--- src/rtl/crossbar_pkg.sv ---
// Shared crossbar definitions: data width, command encoding and the
// per-slave-port arbiter state type.
package crossbar_pkg;

    localparam int DATA_W = 32;

    localparam logic CMD_READ  = 1'b0;
    localparam logic CMD_WRITE = 1'b1;

    typedef enum logic [1:0] {
        IDLE,
        ISSUE,
        DONE
    } arb_state_t;

endpackage

--- src/rtl/slave_port_arbiter_rr_pick.sv ---
// Combinational round-robin picker: the first set request at or above ptr,
// wrapping, found by a priority search over the request vector laid out twice.
module rr_pick #(
    parameter int N  = 4,
    parameter int PW = $clog2(N)
) (
    input  logic [N-1:0]  req,
    input  logic [PW-1:0] ptr,
    output logic [N-1:0]  grant,
    output logic          valid
);

    logic [2*N-1:0] dbl;
    logic [2*N-1:0] masked;

    always_comb begin
        dbl    = {req, req};
        masked = '0;
        grant  = '0;
        valid  = 1'b0;
        // Bits below ptr in the lower copy are masked; the upper copy supplies the wrap.
        for (int i = 0; i < 2*N; i++) begin
            if (i >= int'(ptr)) masked[i] = dbl[i];
        end
        for (int i = 0; i < 2*N; i++) begin
            if (masked[i] && !valid) begin
                valid        = 1'b1;
                grant[i % N] = 1'b1;
            end
        end
    end

endmodule

--- src/rtl/slave_port_arbiter.sv ---
// Per-slave-port arbiter: round-robin grant among pN masters, one outstanding
// transaction to the slave, with a response timeout producing an error completion.
module slave_port_arbiter
    import crossbar_pkg::*;
#(
    parameter int pN       = 4,
    parameter int pTimeout = 255
) (
    input  logic                 iClk,
    input  logic                 iRst_n,
    input  logic [pN-1:0]        master_req,
    input  logic [pN-1:0]        master_cmd,
    input  logic [pN*DATA_W-1:0] master_wdata,
    output logic [pN-1:0]        master_ack,
    output logic                 master_err,
    output logic [DATA_W-1:0]    master_rdata,
    output logic                 slave_req,
    output logic                 slave_cmd,
    output logic [DATA_W-1:0]    slave_wdata,
    input  logic                 slave_ack,
    input  logic [DATA_W-1:0]    slave_rdata,
    output logic [pN-1:0]        oGrant
);

    localparam int PW = $clog2(pN);
    localparam int CW = $clog2(pTimeout + 1);

    arb_state_t              state, state_d;
    logic [CW-1:0]           cnt, cnt_d;
    logic [PW-1:0]           ptr, ptr_d;
    logic [PW-1:0]           gidx, gidx_d;
    logic [pN-1:0]           grant_d, ack_d;
    logic                    err_d, sreq_d, scmd_d;
    logic [DATA_W-1:0]       rdata_d, swd_d;

    logic [pN-1:0]           pick_grant;
    logic                    pick_valid;
    logic [PW-1:0]           pick_idx;
    logic [pN-1:0][DATA_W-1:0] wd_arr;

    assign wd_arr = master_wdata;

    rr_pick #(.N(pN), .PW(PW)) u_pick (
        .req   (master_req),
        .ptr   (ptr),
        .grant (pick_grant),
        .valid (pick_valid)
    );

    always_comb begin
        pick_idx = '0;
        for (int i = 0; i < pN; i++) begin
            if (pick_grant[i]) pick_idx = PW'(i);
        end
    end

    always_comb begin
        state_d = state;
        cnt_d   = cnt;
        ptr_d   = ptr;
        gidx_d  = gidx;
        grant_d = oGrant;
        sreq_d  = slave_req;
        scmd_d  = slave_cmd;
        swd_d   = slave_wdata;
        ack_d   = '0;
        err_d   = 1'b0;
        rdata_d = master_rdata;
        case (state)
            IDLE: begin
                if (pick_valid) begin
                    state_d = ISSUE;
                    gidx_d  = pick_idx;
                    grant_d = pick_grant;
                    sreq_d  = 1'b1;
                    scmd_d  = master_cmd[pick_idx];
                    swd_d   = wd_arr[pick_idx];
                    cnt_d   = '0;
                end
            end
            ISSUE: begin
                if (slave_ack) begin
                    sreq_d  = 1'b0;
                    ack_d   = oGrant;
                    if (slave_cmd == CMD_READ) rdata_d = slave_rdata;
                    state_d = DONE;
                end else if (cnt == CW'(pTimeout - 1)) begin
                    sreq_d  = 1'b0;
                    ack_d   = oGrant;
                    err_d   = 1'b1;
                    rdata_d = '0;
                    state_d = DONE;
                end else begin
                    cnt_d = cnt + 1'b1;
                end
            end
            DONE: begin
                // slave_cmd/slave_wdata held: the slave samples write data a cycle after its ack.
                ptr_d   = (gidx == PW'(pN - 1)) ? '0 : gidx + 1'b1;
                grant_d = '0;
                state_d = IDLE;
            end
            default: state_d = IDLE;
        endcase
    end

    always_ff @(posedge iClk or negedge iRst_n) begin
        if (!iRst_n) begin
            state        <= IDLE;
            cnt          <= '0;
            ptr          <= '0;
            gidx         <= '0;
            oGrant       <= '0;
            slave_req    <= 1'b0;
            slave_cmd    <= 1'b0;
            slave_wdata  <= '0;
            master_ack   <= '0;
            master_err   <= 1'b0;
            master_rdata <= '0;
        end else begin
            state        <= state_d;
            cnt          <= cnt_d;
            ptr          <= ptr_d;
            gidx         <= gidx_d;
            oGrant       <= grant_d;
            slave_req    <= sreq_d;
            slave_cmd    <= scmd_d;
            slave_wdata  <= swd_d;
            master_ack   <= ack_d;
            master_err   <= err_d;
            master_rdata <= rdata_d;
        end
    end

endmodule

--- config.mk ---
export PLATFORM = sky130hd
export DESIGN_NAME = slave_port_arbiter
export DESIGN_NICKNAME = d
export VERILOG_FILES = /design/src/rtl/crossbar_pkg.sv /design/src/rtl/slave_port_arbiter_rr_pick.sv /design/src/rtl/slave_port_arbiter.sv
export SDC_FILE = /design/constraint.sdc
export NUM_CORES = 1
export LEC_CHECK = 0
export ABC_AREA = 1
export CORE_ASPECT_RATIO = 1.25
export CORE_UTILIZATION = 44
export DETAILED_ROUTE_END_ITERATION = 8
export GPL_ROUTABILITY_DRIVEN = 0
export PLACE_DENSITY = 0.87
export REMOVE_ABC_BUFFERS = 1
export SLEW_MARGIN = 30
export SYNTH_ARGS = -nofsm -noshare
export SYNTH_HDL_FRONTEND = slang
export SYNTH_HIERARCHICAL = 1
export SYNTH_SLANG_ARGS = --single-unit
--- constraint.sdc ---
create_clock -name iClk -period 4.1 [get_ports iClk]
set_clock_uncertainty 0.2 [all_clocks]
set_input_delay 0.615 -clock iClk [delete_from_list [all_inputs] [get_ports iClk]]
set_output_delay 0.615 -clock iClk [all_outputs]
set_load 0.01 [all_outputs]
## After elaboration in Yosys (flattened, before gate mapping)

Cells that the tools add are included.

- Register bits: 89
- Bits of input ports: 171
- Output and inout port bits: 75

- $add $sub $neg: 2
- Order comparisons: 4
- Eq/ne operators: 9
- Muxes and demuxes: 49
- Reduce and logical (&&, ||, !) cells: 24

Operator list:

| operator | number |
|---|---|
| 2-to-1 mux 32 bit | 4 |
| binary-select mux 32 bit (select 2 bit) | 1 |
| 2-to-1 mux 1 bit | 26 |
| 2-to-1 mux 8 bit | 3 |
| 2-to-1 mux 4 bit | 4 |
| case mux 8 bit (2 select lines) | 1 |
| 2-to-1 mux 2 bit | 6 |
| adder 8 x 1 -> 8 bit (second input constant) | 1 |
| equality test 8 bit (second input constant) | 1 |
| inequality test 2 bit (second input constant) | 4 |
| case mux 4 bit (2 select lines) | 1 |
| logical AND 1 bit | 7 |
| zero test 1 bit | 7 |
| AND reduction 2 bit | 3 |
| AND reduction 3 bit | 2 |
| nonzero test 2 bit | 3 |
| equality test 2 bit (second input constant) | 2 |
| greater-or-equal comparator 1 x 2 -> 1 bit (first input constant) | 2 |
| case mux 2 bit (2 select lines) | 1 |
| AND reduction 4 bit | 1 |
| < comparator 2 x 3 -> 1 bit (second input constant) | 1 |
| inequality test 3 bit (second input constant) | 1 |
| adder 2 x 1 -> 2 bit (second input constant) | 1 |
| binary-select mux 1 bit (select 2 bit) | 1 |
| other kinds (4) | 4 |

## Depth between registers and ports, before layout

Gate-level depths: netlist of run 1.

- Depth in word-level cells: 27
- Depth in mapped cells: 15
- Mapped depth without buffers: 14

## Hierarchy

The synthesis of run 1 kept the hierarchy.

By module, submodules not included:

| module | times used | cells an instance | area each (sq um) | seq. area each (sq um) |
|---|---|---|---|---|
| slave_port_arbiter | 1 | 627 | 4,724.5 | 2,227.1 |
| rr_pick | 1 | 21 | 106.4 | 0.0 |

## Worst setup path after synthesis of run 1

OpenSTA, ideal clock, no wires.

- Path type: input to register
- Start: input port master_req[3]
- End: register slave_wdata[15]
- Setup time: 0.117 ns
- Arrival time: 1.724 ns
- Required time: 3.783 ns
- Slack: 2.060 ns
- Stages on the path: 12
- Path buffers: 2
- Cells stage by stage: inv_1 > nand4_2 > a21boi_1 > buf_2 > nand2_1 > nand2_2 > inv_2 > clkbuf_2 > o21ai_1 > nand2_1 > nand2_1 > nand2_1

- Elaborated cells between the ends (all ways): 24
- Classes of those cells: mux (14); reduce/logical (10)

RTL lines:

| item | line | RTL |
|---|---|---|
| from (decl) | slave_port_arbiter.sv:11 | `input logic [pN-1:0] master_req,` |
| logical AND 1 bit * | slave_port_arbiter_rr_pick.sv:26 | `if (masked[i] && !valid) begin` |
| 2-to-1 mux 1 bit * | slave_port_arbiter_rr_pick.sv:26 |  |
| zero test 1 bit | slave_port_arbiter_rr_pick.sv:26 |  |
| logical AND 1 bit | slave_port_arbiter_rr_pick.sv:26 |  |
| 2-to-1 mux 1 bit * | slave_port_arbiter_rr_pick.sv:26 |  |
| zero test 1 bit * | slave_port_arbiter_rr_pick.sv:26 |  |
| logical AND 1 bit * | slave_port_arbiter_rr_pick.sv:26 |  |
| 2-to-1 mux 1 bit * | slave_port_arbiter_rr_pick.sv:26 |  |
| via pick_grant[1] | slave_port_arbiter.sv:36 | `logic [pN-1:0] pick_grant;` |
| 2-to-1 mux 1 bit * | slave_port_arbiter.sv:53 | `if (pick_grant[i]) pick_idx = PW'(i);` |
| 2-to-1 mux 2 bit * (2 in series) | slave_port_arbiter.sv:53 |  |
| binary-select mux 32 bit (select 2 bit) * | slave_port_arbiter.sv:77 | `swd_d = wd_arr[pick_idx];` |
| 2-to-1 mux 32 bit (implied by the code) * | slave_port_arbiter.sv:77 |  |
| to (signal assigned) | slave_port_arbiter.sv:128 | `slave_wdata <= swd_d;` |
| to (decl) | slave_port_arbiter.sv:19 | `output logic [DATA_W-1:0] slave_wdata,` |

The timed path passes the listed nets; every way through them passes the cells marked *. The select of a mux whose other input is x is not followed.
A chain may end at the register's enable or synchronous reset.

## Worst setup path in the final report of run 1

- Start: input port master_req[1]
- End: register cnt[7]

- Word-level cells in the longest chain between the ends: 23

RTL lines:

| item | line | RTL |
|---|---|---|
| 2-to-1 mux 1 bit | slave_port_arbiter_rr_pick.sv:23 | `if (i >= int'(ptr)) masked[i] = dbl[i];` |
| logical AND 1 bit | slave_port_arbiter_rr_pick.sv:26 |  |
| 2-to-1 mux 1 bit | slave_port_arbiter_rr_pick.sv:26 |  |
| zero test 1 bit | slave_port_arbiter_rr_pick.sv:26 |  |
| logical AND 1 bit | slave_port_arbiter_rr_pick.sv:26 |  |
| 2-to-1 mux 1 bit | slave_port_arbiter_rr_pick.sv:26 |  |
| zero test 1 bit | slave_port_arbiter_rr_pick.sv:26 |  |
| logical AND 1 bit | slave_port_arbiter_rr_pick.sv:26 |  |
| [... 8 more ...] | n/a |  |
| logical AND 1 bit | slave_port_arbiter_rr_pick.sv:26 |  |
| 2-to-1 mux 1 bit * | slave_port_arbiter_rr_pick.sv:26 |  |
| zero test 1 bit | slave_port_arbiter_rr_pick.sv:26 |  |
| logical AND 1 bit | slave_port_arbiter_rr_pick.sv:26 |  |
| 2-to-1 mux 1 bit * | slave_port_arbiter_rr_pick.sv:26 |  |
| via pick_valid | slave_port_arbiter.sv:37 | `logic pick_valid;` |
| inequality test 2 bit (no line) * | n/a |  |
| AND reduction 4 bit (no line) * | n/a |  |
| to (signal assigned) | slave_port_arbiter.sv:122 | `cnt <= cnt_d;` |
| to (decl) | slave_port_arbiter.sv:29 | `logic [CW-1:0] cnt, cnt_d;` |

The timed path passes the listed nets; every way through them passes the cells marked *.

==> flow_summary.yaml, run 1 <==
route:
  drt_iter0_markers: 321
  antenna_left: 0
  wirelength_um: 16600
  drt-wirelength-per-cell_um: 16.5
  drt_pass1_iterations: 7
  drt-vias-per-instance: 5.27
  drc: 0
  num_vias: 5305
global_route:
  grt_pass1_vias: 5324
  antenna_found_initial: 0
  grt_use_total_pct: 29.4
  grt_pass1_wl_um: 25600
  grt_max_degree: 73
  overflow: 0
power:
  p_int_uw: 2870
  p_sw_uw: 1970
  vdd_drop_max_uv: 420
  power_frac_clock_pct: 17.6
  p_seq_share_pct: 30.7
  p_per_area_mw_per_mm2: 636
  p_leak_uw: 0.00345
  combPwrFrac_pct: 51.7
  swShare_pct: 40.8
floorplanning:
  die-area_mm2: 0.0114
  die_w_um: 95.7
  row_count: 42
  initial_core_util_pct: 45.5
  io_pins: 246
  coreArea_mm2: 0.0106
  die_h_um: 119
clocking:
  clk_pin_slew_ns: 0.07
  htreeDepth: 3
  cts_setup_buffers: 0
  post_cts_resized: 0
  hold_buffers: 0
  clock_latency_ns: 0.34
  cts.path.max_buffers: 2
  tritoncts: "built"
  cts.sinks: 89
  cts_buffers: 9
  cts_root_buffer: "clkbuf_16"
finish:
  fillers: 813
  syn2layout_area_growth_pct: 57.5
  drive_gt1_share_pct: 6.74
  insertedDiodeCount: 0
  fin_nets: 1044
  multi_input_area_mm2: 0.00229
  ff_latch_area_mm2: 0.00223
setup_path:
  cp.required_ns: 4.14
  regToRegSetupSlack_ns: 1.49
  startpoint_type: "input port"
  reg2reg_from: "ptr[1]"
  endpoint_kind: "flip-flop"
  path_max_fanout: 42
  r2r_end: "cnt[7]"
  arrival_ns: 2.92
  reg2reg_depth: 11
  path_class: "in -> reg"
logic_synthesis:
  yosys.area.top_type: "dfrtp_1"
  synth_flop_cell: "dfrtp_1"
  synth_edf_count: 0
  synth_cell_types: 29
  synth_area_leaders: "dfrtp_1, nand2_1, nor2_1, o21ai_0, nand4_1"
  ys_seq_area_share_pct: 46.1
  async_flop_share_pct: 100
  yosys_warnings: 6
  ys_ff_latch: 89
  syn_area_mm2: 0.00483
  ys_top_cells_by_count: "nand2_1, nor2_1, dfrtp_1"
  postSynthAreaPerCell_um2: 7.46
  yosysMostFrequentCell: "nand2_1"
  syn-instance-count: 648
  netlist.area_leader.share_pct: 46.1
sta:
  period_minus_slack_ns: 2.88
  tns_ns: 0
  drv_slew: 0
  slew_headroom_pct: 39.8
  setup_violations: 0
  hold_viol: 0
  fmax_mhz: 347
  whs_ns: 0.0753
  rsz0062_at_grt: "false"
  worst_pin_slew_ns: 0.902
  period_share_pct: 70.3
flow_run:
  cap_viol_max_count: 0
place:
  dpl.hpwl_um: 12100
  port_buffers: 245
worst_hold_path:
  hold_class: "in -> async"
run_status:
  status: "finished clean"
## critical path: stages
cell and delay, ns:
clkdlybuf4s50_1 0.47, nand2_2 0.13, nand4_2 0.14, nor2_2 0.15
nand2_1 0.11, nand3_2 0.26, buf_4 0.44, nand2_1 0.16
nand3_4 0.22, nand2_1 0.10, o21ai_0 0.11
## per-stage QoR
stage | total power (µW) | utilization (%) | worst slack [ns] | cells | cell area [µm²]
floorplan | 2690 | - | 0.718 | 606 | 4600
global placement | 3910 | 68.7 | 1.06 | 991 | 7290
detailed placement | 3990 | 68.7 | 0.900 | 991 | 7290
CTS | 4860 | 71.6 | 1.21 | 1007 | 7600
global route | 5190 | 71.7 | 1.01 | 1007 | 7610
finish | 4840 | 71.7 | 1.22 | 1007 | 7610
## per-layer routing
| layer | part of all wire (%) | track usage [%] |
|---|---|---|
| met5 | 0 | 0 |
| met3 | 11 | 10.2 |
| met4 | 4.3 | 16.3 |
| met1 | 37 | 32.9 |
| met2 | 48 | 48.0 |
## registers in the layout, summed over array words and instances (netlist names)
register / cells
slave_cmd: 1
state: 2
master_err: 1
ptr: 2
slave_wdata: 32
gidx: 2
oGrant: 4
master_rdata: 32
master_ack: 4
cnt: 8
slave_req: 1
## cell type report
type	count	area share (%)
tap	132	2.17
clock inverter	5	0.806
sequential	89	29.3
inverter	26	1.28
clock buffer	11	3.32
multi-input combinational	491	30.1
timing repair buffer	253	33.0
## power by group through the flow
stage               clock network [µW]  registers, µW  logic [µW]
CTS                                863           1480        2520
finish                             854           1480        2500
global placement                     0           1480        2430
detailed placement                   0           1490        2500
floorplan                            0           1590        1100
global route                       899           1520        2770
## cell families (layout without fill, tap and decap cells)
logic type,after synthesis,after routing,share of synthesized area (%)
adder cells (fa/ha/maj),3,3,0.777
AND/OR/NAND/NOR,387,387,34.8
buffers and inverters,68,295,6.73
flip-flops,89,89,46.1
AO/OA/AOI/OAI,101,101,11.6
## placed cells by master, fill, tap and decap left out, types with 2 or more instances in the layout
cell type and instances:
clkbuf_8 2, o21ai_1 22, o211ai_1 14, nor2_4 2, clkinv_4 2, clkdlybuf4s50_1 244
o22ai_1 2, nand2_2 4, nor3_1 3, nand2_4 2, or2_2 14, o21bai_1 4
nand4_1 34, nor2_1 103, nand3_1 19, ha_1 3, nand2_1 199, inv_2 4
inv_1 22, nand3_4 2, dfrtp_1 89, o21ai_0 56, buf_4 8, clkbuf_16 9
nor2_2 3
## worst max-delay path by stage
| stage | from | endpoint | slack [ns] | cells past startpoint |
|---|---|---|---|---|
| after floorplan | master_req[0] | slave_wdata[17] | 0.72 | 10 |
| after global placement | master_req[1] | cnt[7] | 1.06 | 10 |
| after detailed placement | master_req[1] | cnt[4] | 0.90 | 11 |
| after CTS | master_req[1] | cnt[7] | 1.21 | 11 |
| after global routing | master_req[2] | cnt[7] | 1.01 | 11 |
| final | master_req[1] | cnt[7] | 1.22 | 11 |
Power figures use the tool's default switching activity.
==> inputs of run 2 (changes only) <==
--- a/config.mk
+++ b/config.mk
@@ -7,10 +7,10 @@
 export LEC_CHECK = 0
 export ABC_AREA = 1
 export CORE_ASPECT_RATIO = 1.25
-export CORE_UTILIZATION = 44
+export CORE_UTILIZATION = 41
 export DETAILED_ROUTE_END_ITERATION = 8
 export GPL_ROUTABILITY_DRIVEN = 0
-export PLACE_DENSITY = 0.87
+export PLACE_DENSITY = 0.82
 export REMOVE_ABC_BUFFERS = 1
 export SLEW_MARGIN = 30
 export SYNTH_ARGS = -nofsm -noshare
==> constraint.sdc (replaced) <==
create_clock -name iClk -period 2.9 [get_ports iClk]
set_clock_uncertainty 0.2 [all_clocks]
set_input_delay 0.435 -clock iClk [delete_from_list [all_inputs] [get_ports iClk]]
set_output_delay 0.435 -clock iClk [all_outputs]
set_load 0.01 [all_outputs]
==> run 2 against run 1 <==
  * Critical endpoint is now slave_wdata[11]
  * Largest power group unchanged
  * Cell area grew 1.5%
  * Clock-buffer cell count decreased by 1
  * Cell count grew 1.1%
  * Critical path type unchanged
  * Critical path depth increased by 3
==> flow_summary.yaml, run 2 (synthesis results as in run 1) <==
finish:
  syn2layout_area_growth_pct: 59.8
  layout_commonest_cell: "clkdlybuf4s50_1"
  insertedDiodeCount: 0
  fin_nets: 1053
  final_cell_mix: "clkdlybuf4s50_1, nand2_1, nor2_1"
  top_regs: "master_rdata: 32 flops, slave_wdata: 32 flops, cnt: 8 flops"
  fin_util_pct: 68.3
  drive_gt1_share_pct: 7.47
  final_area_mm2: 0.00772
  fillers: 903
worst_hold_path:
  hold_class: "reg -> reg"
setup_path:
  cp.required_ns: 2.92
  cpMaxStageDelayCell: "clkdlybuf4s50_1"
  startpoint_type: "input port"
  cpPeakStageDelay_ns: 0.49
  path_buf_inv: 3
  path_class: "in -> reg"
  arrival_ns: 2.37
  cp_cell_sequence: "clkdlybuf4s50_1 > nand2_2 > nand4_2 > nor2_2 > nand2_1 > nand2_1 > inv_1 > nand2_1 > nand2_2 > buf_4 > o21ai_0 > nand2_1 > nand2_1 > nand2_1"
  endpoint_kind: "flip-flop"
  path_max_fanout: 33
  crit_top_cell: "nand2_1"
  path_delay_family: "simple AND/OR/NAND/NOR gates"
route:
  drc: 0
  drt-vias-per-instance: 5.27
  antenna_left: 0
  drt-wirelength-per-cell_um: 16.1
  drt_iter0_markers: 246
  drt_pass1_iterations: 5
  wirelength_um: 16400
  num_vias: 5362
global_route:
  antenna_found_initial: 0
  grt_max_degree: 51
  grt_use_total_pct: 26.4
  grt_pass1_wl_um: 25200
  overflow: 0
  grt_pass1_vias: 5235
place:
  dpl_cell_area_mm2: 0.00739
  port_buffers: 245
  dpl.hpwl_um: 11900
run_status:
  status: "finished clean"
floorplanning:
  initial_core_util_pct: 42.8
  die-area_mm2: 0.0122
  row_count: 43
  die_w_um: 99.1
  coreArea_mm2: 0.0113
  die_h_um: 123
  io_pins: 246
clocking:
  cts_buffers: 9
  htreeDepth: 3
  tritoncts: "built"
  post_cts_resized: 0
  cts.path.max_buffers: 2
  clk_pin_slew_ns: 0.06
  cts.sinks: 89
  clock_latency_ns: 0.33
  cts_root_buffer: "clkbuf_16"
sta:
  period_minus_slack_ns: 2.35
  slew_headroom_pct: 38.7
  setup_violations: 0
  hold_viol: 0
  period_share_pct: 80.9
  whs_ns: 0.272
  drv_slew: 0
  rsz0062_at_grt: "false"
  worst_pin_slew_ns: 0.918
  fmax_mhz: 426
power:
  total_power_uw: 6970
  p_per_area_mw_per_mm2: 903
  p_leak_uw: 0.00350
  vdd_drop_max_uv: 531
flow_run:
  cap_viol_max_count: 0
-- run 2: cell count changes in the layout (fill, tap and decap cells not counted) --
cell,before,now
buf_12,0,3
buf_4,8,14
buf_6,1,0
bufinv_16,1,2
clkbuf_8,2,1
clkinv_2,1,2
clkinv_4,2,0
dlygate4sd3_1,0,1
-- run 2: stage by stage --
step                      worst slack (ns)  std cells  TNS [ns]
after floorplan                     -0.302        606     -8.37
after global placement               0.299       1002         0
after detailed placement             0.225       1002         0
after CTS                            0.578       1018         0
after global routing                 0.417       1018         0
final                                0.554       1018         0
-- run 2: area by class of cell --
class	instances	area, µm²	area share [%]
timing repair buffer	262	2620	33.9
multi-input combinational	491	2290	29.7
sequential	89	2230	28.9
clock buffer	10	239	3.10
tap	135	169	2.19
inverter	26	97.6	1.26
clock inverter	5	78.8	1.02
-- run 2: repair_timing --
| action | 4_1_cts | 5_1_grt |
|---|---|---|
| setup buffers | 0 | 0 |
| hold buffers | 1 | 0 |
| hold endpoints to repair | 39 | 0 |
-- run 2: worst register-to-register path, cell delays in order, from the launching register on --
cell and delay [ns]:
dfrtp_1 0.39, nand2_1 0.13, nand2_2 0.12, nand4_2 0.11, nor2_2 0.12, nand2_1 0.07, nand2_1 0.10, inv_1 0.07
nand2_1 0.07, nand2_2 0.06, buf_4 0.26, o21ai_0 0.24, nand2_1 0.08, nand2_1 0.06, nand2_1 0.05
-- run 2: worst paths after layout --
path / startpoint / end / slack (ns) / depth (start not counted)
min in group asynchronous: iRst_n / master_rdata[17] / 0.41 / 2
worst max-delay path: master_req[2] / slave_wdata[11] / 0.55 / 14
worst max register to register: ptr[1] / slave_wdata[11] / 0.65 / 14
worst min-delay path: master_rdata[7] / master_rdata[7] / 0.27 / 2
max in group asynchronous: iRst_n / slave_wdata[2] / 1.43 / 3
worst min register to register: master_rdata[7] / master_rdata[7] / 0.27 / 2
-- run 2: layer usage --
layer  vias up  global-route usage, %  share of wire (%)
li1       2571                      -                  -
met1      2506                   29.0                 38
met2       257                   48.2                 51
met3        28                   7.41                8.7
met4         0                   10.5                2.1
met5         -                      0                  0
-- run 2: power by group --
part           switching (µW)  total [µW]  internal [µW]
Combinational            1990        3640           1660
Sequential                315        2070           1760
Clock                     480        1250            774
Total                    2780        6970           4190
